`config.mk`:
```
export PLATFORM = sky130hd
export DESIGN_NAME = u_report
export DESIGN_NICKNAME = d
export VERILOG_FILES = /design/src/rtl/u_report.sv
export SDC_FILE = /design/constraint.sdc
export NUM_CORES = 1
export LEC_CHECK = 0
export CAP_MARGIN = 20
export CORE_MARGIN = 5
export CORE_UTILIZATION = 46
export DETAILED_ROUTE_END_ITERATION = 10
export PLACE_DENSITY = 0.72
export RECOVER_POWER = 25
export SYNTH_ARGS = -nofsm -noshare
export SYNTH_HDL_FRONTEND = slang
export SYNTH_SLANG_ARGS = --single-unit
export TNS_END_PERCENT = 10
```
`constraint.sdc`:
```
create_clock -name sys_clk -period 4.5 [get_ports sys_clk]
set_input_delay 1.35 -clock sys_clk [delete_from_list [all_inputs] [get_ports sys_clk]]
set_output_delay 1.35 -clock sys_clk [all_outputs]
set_load 0.005 [all_outputs]
```
`src/rtl/u_report.sv`:
```
`default_nettype none
// ============================================================================
// Module : u_report
// Brief  : Snapshots the interpolation command fields and serializes them as
//          a 13-byte frame, one byte per UART TX handshake.
// Rev    : 1.0
// ============================================================================
module u_report #(
  parameter int TOTAL_BYTES = 13
) (
  input  logic        sys_clk,
  input  logic        sys_rst_h,
  input  logic        send_reqH,
  input  logic        shape,
  input  logic [1:0]  method,
  input  logic [15:0] Xs,
  input  logic [15:0] Ys,
  input  logic [15:0] Xe,
  input  logic [15:0] Ye,
  input  logic        direct,
  input  logic [7:0]  max_speed,
  input  logic [7:0]  accelerate,
  input  logic        tx_busyH,
  output logic [7:0]  tx_dataH,
  output logic        tx_startH,
  output logic        busyH,
  output logic        send_doneH
);

  localparam int            IW       = $clog2(TOTAL_BYTES);
  localparam logic [IW-1:0] LAST_IDX = IW'(TOTAL_BYTES - 1);

  typedef enum logic [1:0] {
    S_IDLE    = 2'd0,
    S_SEND    = 2'd1,
    S_WAIT_HI = 2'd2,
    S_WAIT_LO = 2'd3
  } state_t;

  state_t        state_q, state_d;
  logic [IW-1:0] idx_q, idx_d;
  logic [7:0]    snap_q [TOTAL_BYTES];
  logic [7:0]    snap_d [TOTAL_BYTES];
  logic [7:0]    frame  [TOTAL_BYTES];
  logic [7:0]    tx_data_q, tx_data_d;
  logic          tx_start_q, tx_start_d;
  logic          busy_q, busy_d;
  logic          done_q, done_d;

  // Wire layout shared with the host-side unpacker; words go low byte first.
  always_comb begin
    for (int i = 0; i < TOTAL_BYTES; i++) begin
      frame[i] = 8'h00;
    end
    frame[0]  = {7'b0, shape};
    frame[1]  = {6'b0, method};
    frame[2]  = Xs[7:0];
    frame[3]  = Xs[15:8];
    frame[4]  = Ys[7:0];
    frame[5]  = Ys[15:8];
    frame[6]  = Xe[7:0];
    frame[7]  = Xe[15:8];
    frame[8]  = Ye[7:0];
    frame[9]  = Ye[15:8];
    frame[10] = {7'b0, direct};
    frame[11] = max_speed;
    frame[12] = accelerate;
  end

  always_ff @(posedge sys_clk or posedge sys_rst_h) begin
    if (sys_rst_h) begin
      state_q    <= S_IDLE;
      idx_q      <= '0;
      tx_data_q  <= 8'h00;
      tx_start_q <= 1'b0;
      busy_q     <= 1'b0;
      done_q     <= 1'b0;
      for (int i = 0; i < TOTAL_BYTES; i++) begin
        snap_q[i] <= 8'h00;
      end
    end else begin
      state_q    <= state_d;
      idx_q      <= idx_d;
      tx_data_q  <= tx_data_d;
      tx_start_q <= tx_start_d;
      busy_q     <= busy_d;
      done_q     <= done_d;
      for (int i = 0; i < TOTAL_BYTES; i++) begin
        snap_q[i] <= snap_d[i];
      end
    end
  end

  always_comb begin
    state_d    = state_q;
    idx_d      = idx_q;
    tx_data_d  = tx_data_q;
    tx_start_d = 1'b0;
    busy_d     = busy_q;
    done_d     = 1'b0;
    for (int i = 0; i < TOTAL_BYTES; i++) begin
      snap_d[i] = snap_q[i];
    end

    unique case (state_q)
      S_IDLE: begin
        if (send_reqH) begin
          for (int i = 0; i < TOTAL_BYTES; i++) begin
            snap_d[i] = frame[i];
          end
          idx_d   = '0;
          busy_d  = 1'b1;
          state_d = S_SEND;
        end
      end
      // Hold off while the transmitter is still busy with someone else's byte.
      S_SEND: begin
        if (!tx_busyH) begin
          tx_data_d  = snap_q[idx_q];
          tx_start_d = 1'b1;
          state_d    = S_WAIT_HI;
        end
      end
      S_WAIT_HI: begin
        if (tx_busyH) begin
          state_d = S_WAIT_LO;
        end
      end
      S_WAIT_LO: begin
        if (!tx_busyH) begin
          if (idx_q == LAST_IDX) begin
            idx_d   = '0;
            busy_d  = 1'b0;
            done_d  = 1'b1;
            state_d = S_IDLE;
          end else begin
            idx_d   = idx_q + IW'(1);
            state_d = S_SEND;
          end
        end
      end
      default: state_d = S_IDLE;
    endcase
  end

  assign tx_dataH   = tx_data_q;
  assign tx_startH  = tx_start_q;
  assign busyH      = busy_q;
  assign send_doneH = done_q;

endmodule
`default_nettype wire

```
# [Word-level counts from Yosys, hierarchy flattened]
# Index checks and enable logic that the tools add are counted.
[totals] ff_bits=101 input_bits=88
[classes] addsub=1 n_lt_le_gt_ge=1 eq_ne=9 n_mux=22 bitwise=2 reduce_logical=7
[op_table] cell="8-bit binary-select mux with 4-bit select" n=1
[op_table] cell="8-bit two-way mux" n=2
[op_table] cell="4-bit two-way mux" n=3
[op_table] cell="2-bit != test, second input constant" n=5
[op_table] cell="1-bit two-way mux" n=9
[op_table] cell="2-bit two-way mux" n=4
[op_table] cell="2-bit one-hot mux with 4 select lines" n=1
[op_table] cell="4-bit one-hot mux with 2 select lines" n=1
[op_table] cell="4-bit AND reduction" n=2
[op_table] cell="5-bit >= comparator, second input constant" n=1
[op_table] cell="4-bit inverter with 5-bit output" n=1
[op_table] cell="4-bit by 1-bit adder with 4-bit output, second input constant" n=1
[op_table] cell="2-bit == test, second input constant" n=2
[op_table] cell="4-bit == test, second input constant" n=1
[op_table] cell="2-bit AND reduction" n=2
[op_table] cell="3-bit AND reduction" n=1
[op_table] cell="2-bit by 1-bit == test with 1-bit output, second input constant" n=1
[op_table] cell="2-bit logical NOT" n=1
[op_table] cell="1-bit one-hot mux with 2 select lines" n=1
[op_table] cell="2-bit nonzero test" n=1
[op_table] cell="1-bit inverter" n=1

# [Depth between registers and ports, before layout]
# Gate-level depths: netlist of run 1.
[depth] depth_word=4 ltp_mapped=9

# [Least setup slack after synthesis of run 1]
# No wires, ideal clock.
[synth_path] path_type="in2reg" startpoint="input tx_busyH" endpoint="register tx_data_q[5] (netlist: tx_dataH[5])" setup_time_ns=0.138 t_arrival_ns=2.141 required_time_ns=4.362 slack_ns=2.221 cell_stages=4 path_cell_list="nand2b_1 clkbuf_1 a222oi_1 o21ai_0"
[synth_between] elab_chain_cells=2
[synth_rtl] item="start: declaration" line="23" source="input logic tx_busyH,"
[synth_rtl] item="1-bit inverter (no source line)"
[synth_rtl] item="2-bit AND reduction (no source line)"
[synth_rtl] item="end signal: assignment" line="84" source="tx_data_q <= tx_data_d;"
[synth_rtl] item="end: declaration" line="45" source="logic [7:0] tx_data_q, tx_data_d;"
# No other way between the ends.
# A chain may end at the register's enable or synchronous reset.

# [Final worst setup path of run 1]
[layout_path] startpoint="input tx_busyH" endpoint="register tx_data_q[3] (netlist: tx_dataH[3])"
# The elaborated chain is that of the path after synthesis.

==> key figures, run 1 <==
Worst setup path
  – Worst reg2reg path endpoint: tx_dataH[0]
  – Startpoint Class: primary input
  – Arr. time, crit path: 3240 ps
  – Crit path to: tx_dataH[3]
  – Worst setup slack for register-to-register paths: 1600 ps
  – Req. time, crit path: 4800 ps
  – Crit path kind: primary input to flip-flop
  – Setup crit end kind: flip-flop
  – Maximum net fanout on the critical path: 14
  – Crit Reg-Reg Startpoint: idx_q[0]
  – Number of cells traversed by the worst register-to-register path: 4
  – Launch point of the worst path: tx_busyH

Clocking
  – Clock root buffer: sky130_fd_sc_hd__clkbuf_8
  – Longest Clk Path Bufs: 2
  – CTS sink cnt: 101
  – Clock transition at the register clock pins on the worst setup and hold paths after CTS: 100 ps
  – Post-cts gate resize count: 0
  – CTS Hold Bufs: 0
  – # Post-CTS Setup Buffers: 0
  – CTS Buf Count: 9
  – H-tree depth: 3
  – Clock tree from TritonCTS: done
  – Worst skew pair latency: 380 ps

Timing
  – Pins Over Slew Limit: 44
  – Part of the cycle the worst path needs: 0.6535
  – Setup_tns: 0 ps
  – Post-Route Skew: 11.44 ps
  – Hold violation total from the final report: 0
  – Worst slew pin tran: 1709 ps
  – Tightest slew margin relative to the limit: -0.1394
  – Count of final setup violators: 0
  – Unrepaired setup endpoints after global routing: false
  – Fmax: 0.3401 GHz
  – Final critical path time including I/O delays and setup: 2941 ps

Min path
  – Class of the tightest hold or removal check: flip-flop to flip-flop

Power
  – Switching power: 1.132 mW
  – Leak: 2.442 nW
  – Internal power: 2.357 mW
  – Sw Ratio: 0.3244
  – PwrDens: 587.7 nW/um^2
  – Total design power: 3.489 mW
  – Worst ir drop on vdd: 0.3449 mV
  – Sequential share of power: 0.467
  – Power share of the combinational group: 0.373
  – Clock power frac: 0.160

Floorplan
  – IO Count: 99
  – Area of the core: 9819 sq um
  – Die extent in x: 110.5 microns
  – Starting utilization of the core area: 0.4729
  – Std-Cell Rows: 36
  – Total die area: 12200 sq um
  – DIE HEIGHT: 110.5 microns

Yosys
  – Synthesized instance count: 347
  – Leading area contributor after synthesis: sky130_fd_sc_hd__dfrtp_1
  – Sequential area share after synthesis: 0.5443
  – Share of the synthesized area in the top cell type: 0.5443
  – Top area cells in the synthesized netlist: sky130_fd_sc_hd__dfrtp_1, sky130_fd_sc_hd__mux2_2, sky130_fd_sc_hd__mux4_2
  – Most instantiated library cell after synthesis: sky130_fd_sc_hd__dfrtp_1
  – Number of nets in the synthesized netlist: 442
  – Yosys warning count: 0
  – Post-Synthesis Cell Area: 4643 sq um
  – Async S/R FF share, synth: 1.000
  – Mean instance size in the synthesized netlist: 13.38 sq um
  – Number of different library cells in the post-synthesis netlist: 38
  – Flops & latches, synth: 101
  – Number of synthesized flops with an enable pin: 0
  – Most common library cells after synthesis: sky130_fd_sc_hd__dfrtp_1, sky130_fd_sc_hd__mux2_2, sky130_fd_sc_hd__nand2_1
  – Primary FF master, synth: sky130_fd_sc_hd__dfrtp_1

Placed design
  – Number of buffers added on ports: 98
  – Last weighted congestion value of the routability-driven placer: 0.7889
  – Final HPWL from detailed placement: 7203 microns

Detailed routing
  – Number of nets with antenna violations after detailed routing: 0
  – Average wire per standard cell: 17.57 microns
  – Violation count after the first detailed-route iteration: 110
  – Vias per inst: 5.354
  – Routed wire length: 10140 microns
  – Initial DRT Pass Iterations: 5
  – Total vias in the final route: 3089
  – Post-route DRC violation count: 0

Outcome
  – Outcome: finished, violations left
  – Violated checks: max-capacitance violations, max-slew violations

Job
  – # Max-Cap Violations: 1

Final layout
  – Fill cell instance count of the final layout: 839
  – Area growth syn-to-layout: 27.84%
  – Share of final-layout standard cells stronger than drive strength 1: 0.2658
  – Antenna cells: 0
  – Nets: 534

Global routing
  – Vias in the first global route: 3283
  – Initial antenna violation count: 0
  – GR Util All Layers: 0.1707
  – Largest net degree at the start of global routing: 85
  – Sum of overflow across all layers after global routing: 0
  – First-pass GRT wire length: 16730 microns
-- cells by family after synthesis --
family	count (synthesis)	share of synthesized area
buffers and inverters	28	0.03072
multiplexers	105	0.2743
flip-flops	101	0.5443
AND/OR/NAND/NOR	50	0.05390
adder cells (fa/ha/maj)	7	0.01886
AO/OA/AOI/OAI	56	0.07788
-- per-stage QoR --
step	hold slack, ps	setup slack [ps]	utilization	cells	cell area, sq um
finish	507.0	1559	0.6045	577	5936
global route	529.9	1353	0.6045	577	5936
CTS	509.7	1612	0.5999	575	5891
detailed placement	486.0	1224	0.5805	559	5700
global placement	480.1	1295	0.5805	559	5700
floorplan	470.4	502.9	-	347	4643
-- power groups by stage --
stage	Combinational, mW	Sequential, mW	Clock (mW)
global placement	1.26	1.63	0
finish	1.30	1.63	0.557
global route	1.42	1.69	0.616
floorplan	1.02	1.52	0
detailed placement	1.30	1.65	0
CTS	1.30	1.63	0.577
-- critical path, cell delays in order --
cell and delay, ps:
sky130_fd_sc_hd__clkdlybuf4s50_1 510, sky130_fd_sc_hd__nand2b_1 430, sky130_fd_sc_hd__nor3b_1 610, sky130_fd_sc_hd__a222oi_1 190
sky130_fd_sc_hd__o21ai_1 140
-- cells in the final DEF, fill, tap and decap left out, types with 2 or more instances in the layout --
cell type                         netlist  final
sky130_fd_sc_hd__mux4_2                 6      6
sky130_fd_sc_hd__nand2_1               19     18
sky130_fd_sc_hd__mux2i_1                5      5
sky130_fd_sc_hd__inv_8                  0      2
sky130_fd_sc_hd__buf_16                 0      2
sky130_fd_sc_hd__nor2b_1                2      2
sky130_fd_sc_hd__mux4_1                 2      2
sky130_fd_sc_hd__clkbuf_8               0      9
sky130_fd_sc_hd__dfrtp_1              101    101
sky130_fd_sc_hd__and2_1                 4      4
sky130_fd_sc_hd__o21ai_0               14     14
sky130_fd_sc_hd__nand2b_1               6      6
sky130_fd_sc_hd__nor2_1                 4      4
sky130_fd_sc_hd__a21oi_1               15     15
sky130_fd_sc_hd__clkinv_4               0      3
sky130_fd_sc_hd__inv_1                  7      6
sky130_fd_sc_hd__clkbuf_1               6      2
sky130_fd_sc_hd__mux2_2                92     92
sky130_fd_sc_hd__a222oi_1               5      5
sky130_fd_sc_hd__ha_1                   7      7
sky130_fd_sc_hd__nor3_1                 2      2
sky130_fd_sc_hd__clkdlybuf4s50_1        0     97
sky130_fd_sc_hd__inv_6                  0      2
sky130_fd_sc_hd__o21ai_1                3      3
sky130_fd_sc_hd__o21bai_1               5      5
sky130_fd_sc_hd__o211ai_1               2      2
sky130_fd_sc_hd__nand3_1                6      6
sky130_fd_sc_hd__nor3b_1                3      3
sky130_fd_sc_hd__o31ai_1                5      5
-- per-layer routing --
metal / share of wire / track usage / vias up
met1: 0.45 / 0.2248 / 1549
li1: - / - / 1447
met2: 0.48 / 0.2739 / 85
met5: 0 / 0 / -
met4: 0.010 / 0.04187 / 0
met3: 0.056 / 0.05635 / 8
-- layout make-up --
| type | instances | area (sq um) | share of cell area |
|---|---|---|---|
| timing repair buffer | 102 | 1044 | 0.1758 |
| multi-input combinational | 218 | 1981 | 0.3337 |
| inverter | 7 | 27.53 | 0.004637 |
| sequential | 101 | 2527 | 0.4258 |
| clock buffer | 9 | 123.9 | 0.02087 |
| tap | 133 | 166.4 | 0.02804 |
| clock inverter | 7 | 66.31 | 0.01117 |
-- sequential cells by signal, summed over array words and instances (netlist names) --
register    cells
tx_dataH        8
state_q         2
idx_q           4
snap_q         84
tx_startH       1
busyH           1
send_doneH      1
-- worst min path at each step --
| stage | slack (ps) | cells past startpoint | endpoint | startpoint |
|---|---|---|---|---|
| after floorplan | 470 | 1 | snap_q[62] | snap_q[62] |
| after global placement | 480 | 1 | snap_q[46] | snap_q[46] |
| after detailed placement | 490 | 1 | snap_q[87] | snap_q[87] |
| after CTS | 510 | 1 | snap_q[87] | snap_q[87] |
| after global routing | 530 | 1 | snap_q[96] | snap_q[96] |
| final | 510 | 1 | snap_q[28] | snap_q[28] |
(Power assumes the default switching activity.)
==> inputs of run 2 (changes only) <==
--- a/config.mk
+++ b/config.mk
@@ -9,7 +9,7 @@
 export CORE_MARGIN = 5
 export CORE_UTILIZATION = 46
 export DETAILED_ROUTE_END_ITERATION = 10
-export PLACE_DENSITY = 0.72
+export PLACE_DENSITY = 0.75
 export RECOVER_POWER = 25
 export SYNTH_ARGS = -nofsm -noshare
 export SYNTH_HDL_FRONTEND = slang
==> constraint.sdc (replaced) <==
create_clock -name sys_clk -period 2.7 [get_ports sys_clk]
set_input_delay 0.81 -clock sys_clk [delete_from_list [all_inputs] [get_ports sys_clk]]
set_output_delay 0.81 -clock sys_clk [all_outputs]
set_load 0.005 [all_outputs]
==> run 2 against run 1 <==
Against the previous run: combinational power grew 71%; sequential share of layout area shrank 0.25 points; flip-flop and latch count is the same; the flow now finishes without violations; largest cell class unchanged.
==> key figures, run 2 (synthesis results as in run 1) <==
Floorplan
  – Starting utilization of the core area: 0.4729
  – Die extent in x: 110.5 microns
  – Area of the core: 9819 sq um
  – DIE HEIGHT: 110.5 microns
  – IO Count: 99
  – Total die area: 12200 sq um
  – Std-Cell Rows: 36

Min path
  – Worst Hold Endpoint: snap_q[63]
  – Number of cells traversed by the worst hold path: 1
  – Worst min-delay path startpoint: snap_q[63]
  – Class of the tightest hold or removal check: flip-flop to flip-flop

Timing
  – Unrepaired setup endpoints after global routing: false
  – Count of final setup violators: 0
  – Tightest slew margin relative to the limit: 0.5864
  – Final critical path time including I/O delays and setup: 2217 ps
  – Hold violation total from the final report: 0
  – Part of the cycle the worst path needs: 0.8210
  – Minimum hold slack: 510.6 ps
  – Fmax: 0.4511 GHz
  – Post-Route Skew: 8.269 ps
  – Pins Over Slew Limit: 0
  – Setup_tns: 0 ps
  – Worst slew pin tran: 620.4 ps

Clocking
  – Post-cts gate resize count: 0
  – # Post-CTS Setup Buffers: 0
  – CTS sink cnt: 101
  – Worst skew pair latency: 360 ps
  – CTS Hold Bufs: 0
  – Clock tree from TritonCTS: done
  – Clock root buffer: sky130_fd_sc_hd__clkbuf_8
  – H-tree depth: 3
  – CTS Buf Count: 9
  – Clock transition at the register clock pins on the worst setup and hold paths after CTS: 100 ps
  – Longest Clk Path Bufs: 2

Global routing
  – First-pass GRT wire length: 17060 microns
  – Grt met2 use: 0.2888
  – Largest net degree at the start of global routing: 102
  – Sum of overflow across all layers after global routing: 0
  – M1 GR Usage: 0.2262
  – Vias in the first global route: 3342
  – GR Util All Layers: 0.1730
  – Initial antenna violation count: 0
  – Fraction of met3 tracks used by global routing: 0.03665
  – Most heavily used metal layer in global routing: met2

Power
  – Leak: 2.465 nW
  – Worst ir drop on vdd: 0.5277 mV
  – Internal power: 4.049 mW
  – PwrDens: 992.1 nW/um^2
  – Total design power: 5.926 mW
  – Sequential share of power: 0.456
  – Power share of the combinational group: 0.375
  – Switching power: 1.878 mW
  – Clock power frac: 0.169
  – Sw Ratio: 0.3168

Worst setup path
  – Req. time, crit path: 2990 ps
  – Crit path kind: primary input to flip-flop
  – Worst setup slack for register-to-register paths: 660 ps
  – Worst reg2reg path endpoint: tx_dataH[0]
  – Startpoint Class: primary input
  – Crit Reg-Reg Startpoint: idx_q[0]
  – Arr. time, crit path: 2500 ps
  – Maximum net fanout on the critical path: 9
  – Number of cells traversed by the worst register-to-register path: 4
  – Setup crit end kind: flip-flop

Detailed routing
  – Vias per inst: 5.343
  – Routed wire length: 10160 microns
  – Total vias in the final route: 3099
  – Average wire per standard cell: 17.52 microns
  – Initial DRT Pass Iterations: 4
  – Post-route DRC violation count: 0
  – Number of nets with antenna violations after detailed routing: 0
  – Violation count after the first detailed-route iteration: 176

Final layout
  – Most flops, register: snap_q
  – Most common library cell in the layout ignoring fill and taps: sky130_fd_sc_hd__dfrtp_1
  – Share of final-layout standard cells stronger than drive strength 1: 0.2752
  – Fill cell instance count of the final layout: 819
  – Flip-flop count of the largest register after layout: 84
  – Antenna cells: 0
  – Nets: 537
  – Final Non-Filler Cells: 580
  – Area growth syn-to-layout: 28.64%
  – Most frequent cells in the layout: sky130_fd_sc_hd__dfrtp_1, sky130_fd_sc_hd__clkdlybuf4s50_1, sky130_fd_sc_hd__mux2_2

Placed design
  – Last weighted congestion value of the routability-driven placer: 0.7843
  – Number of buffers added on ports: 98
  – Final HPWL from detailed placement: 7359 microns
  – Number of cells after detailed placement: 564

Outcome
  – Outcome: finished clean

Job
  – # Max-Cap Violations: 0
==> run 2: power by group through the flow <==
stage | Combinational, mW | Clock, mW | Sequential [mW]
6_report | 2.22 | 1.00 | 2.70
5_1_grt | 2.43 | 1.10 | 2.80
4_1_cts | 2.25 | 1.03 | 2.71
3_5_place_dp | 2.24 | 0 | 2.74
3_3_place_gp | 2.17 | 0 | 2.70
2_1_floorplan | 1.70 | 0 | 2.53
==> run 2: area by class of cell <==
| type | count | area (sq um) | area share |
|---|---|---|---|
| Clock buffer | 11 | 141.4 | 0.02367 |
| Clock inverter | 5 | 67.56 | 0.01131 |
| Inverter | 7 | 30.03 | 0.005027 |
| Multi-Input combinational cell | 218 | 1981 | 0.3316 |
| Sequential cell | 101 | 2529 | 0.4233 |
| Tap cell | 133 | 166.4 | 0.02786 |
| Timing Repair Buffer | 105 | 1059 | 0.1772 |
==> run 2: how the worst max path moves through the flow <==
stage / start / end / depth (start not counted)
floorplan: sys_rst_h / busyH / 1
global placement: tx_busyH / tx_dataH[6] / 5
detailed placement: tx_busyH / tx_dataH[5] / 5
CTS: tx_busyH / tx_dataH[4] / 5
global route: tx_busyH / tx_dataH[4] / 5
finish: tx_busyH / tx_dataH[6] / 5
==> run 2: stage by stage <==
step | instance area (sq um) | utilization | worst slack, ps
after floorplan | 4647 | - | 686.4
after global placement | 5764 | 0.5870 | 270.5
after detailed placement | 5764 | 0.5870 | 147.2
after CTS | 5973 | 0.6083 | 531.3
after global routing | 5973 | 0.6083 | 414.2
final | 5973 | 0.6083 | 483.3
==> run 2: metal layers <==
metal | vias up | routed length [microns]
li1 | 1453 | -
met5 | - | 0
met2 | 82 | 5311
met3 | 11 | 391
met4 | 0 | 139
met1 | 1553 | 4321
==> run 2: critical path, cell delays in order <==
cell                              delay, ps
sky130_fd_sc_hd__clkdlybuf4s50_1        500
sky130_fd_sc_hd__nand2b_1               360
sky130_fd_sc_hd__nor3b_1                550
sky130_fd_sc_hd__a222oi_1               170
sky130_fd_sc_hd__o21ai_0                110
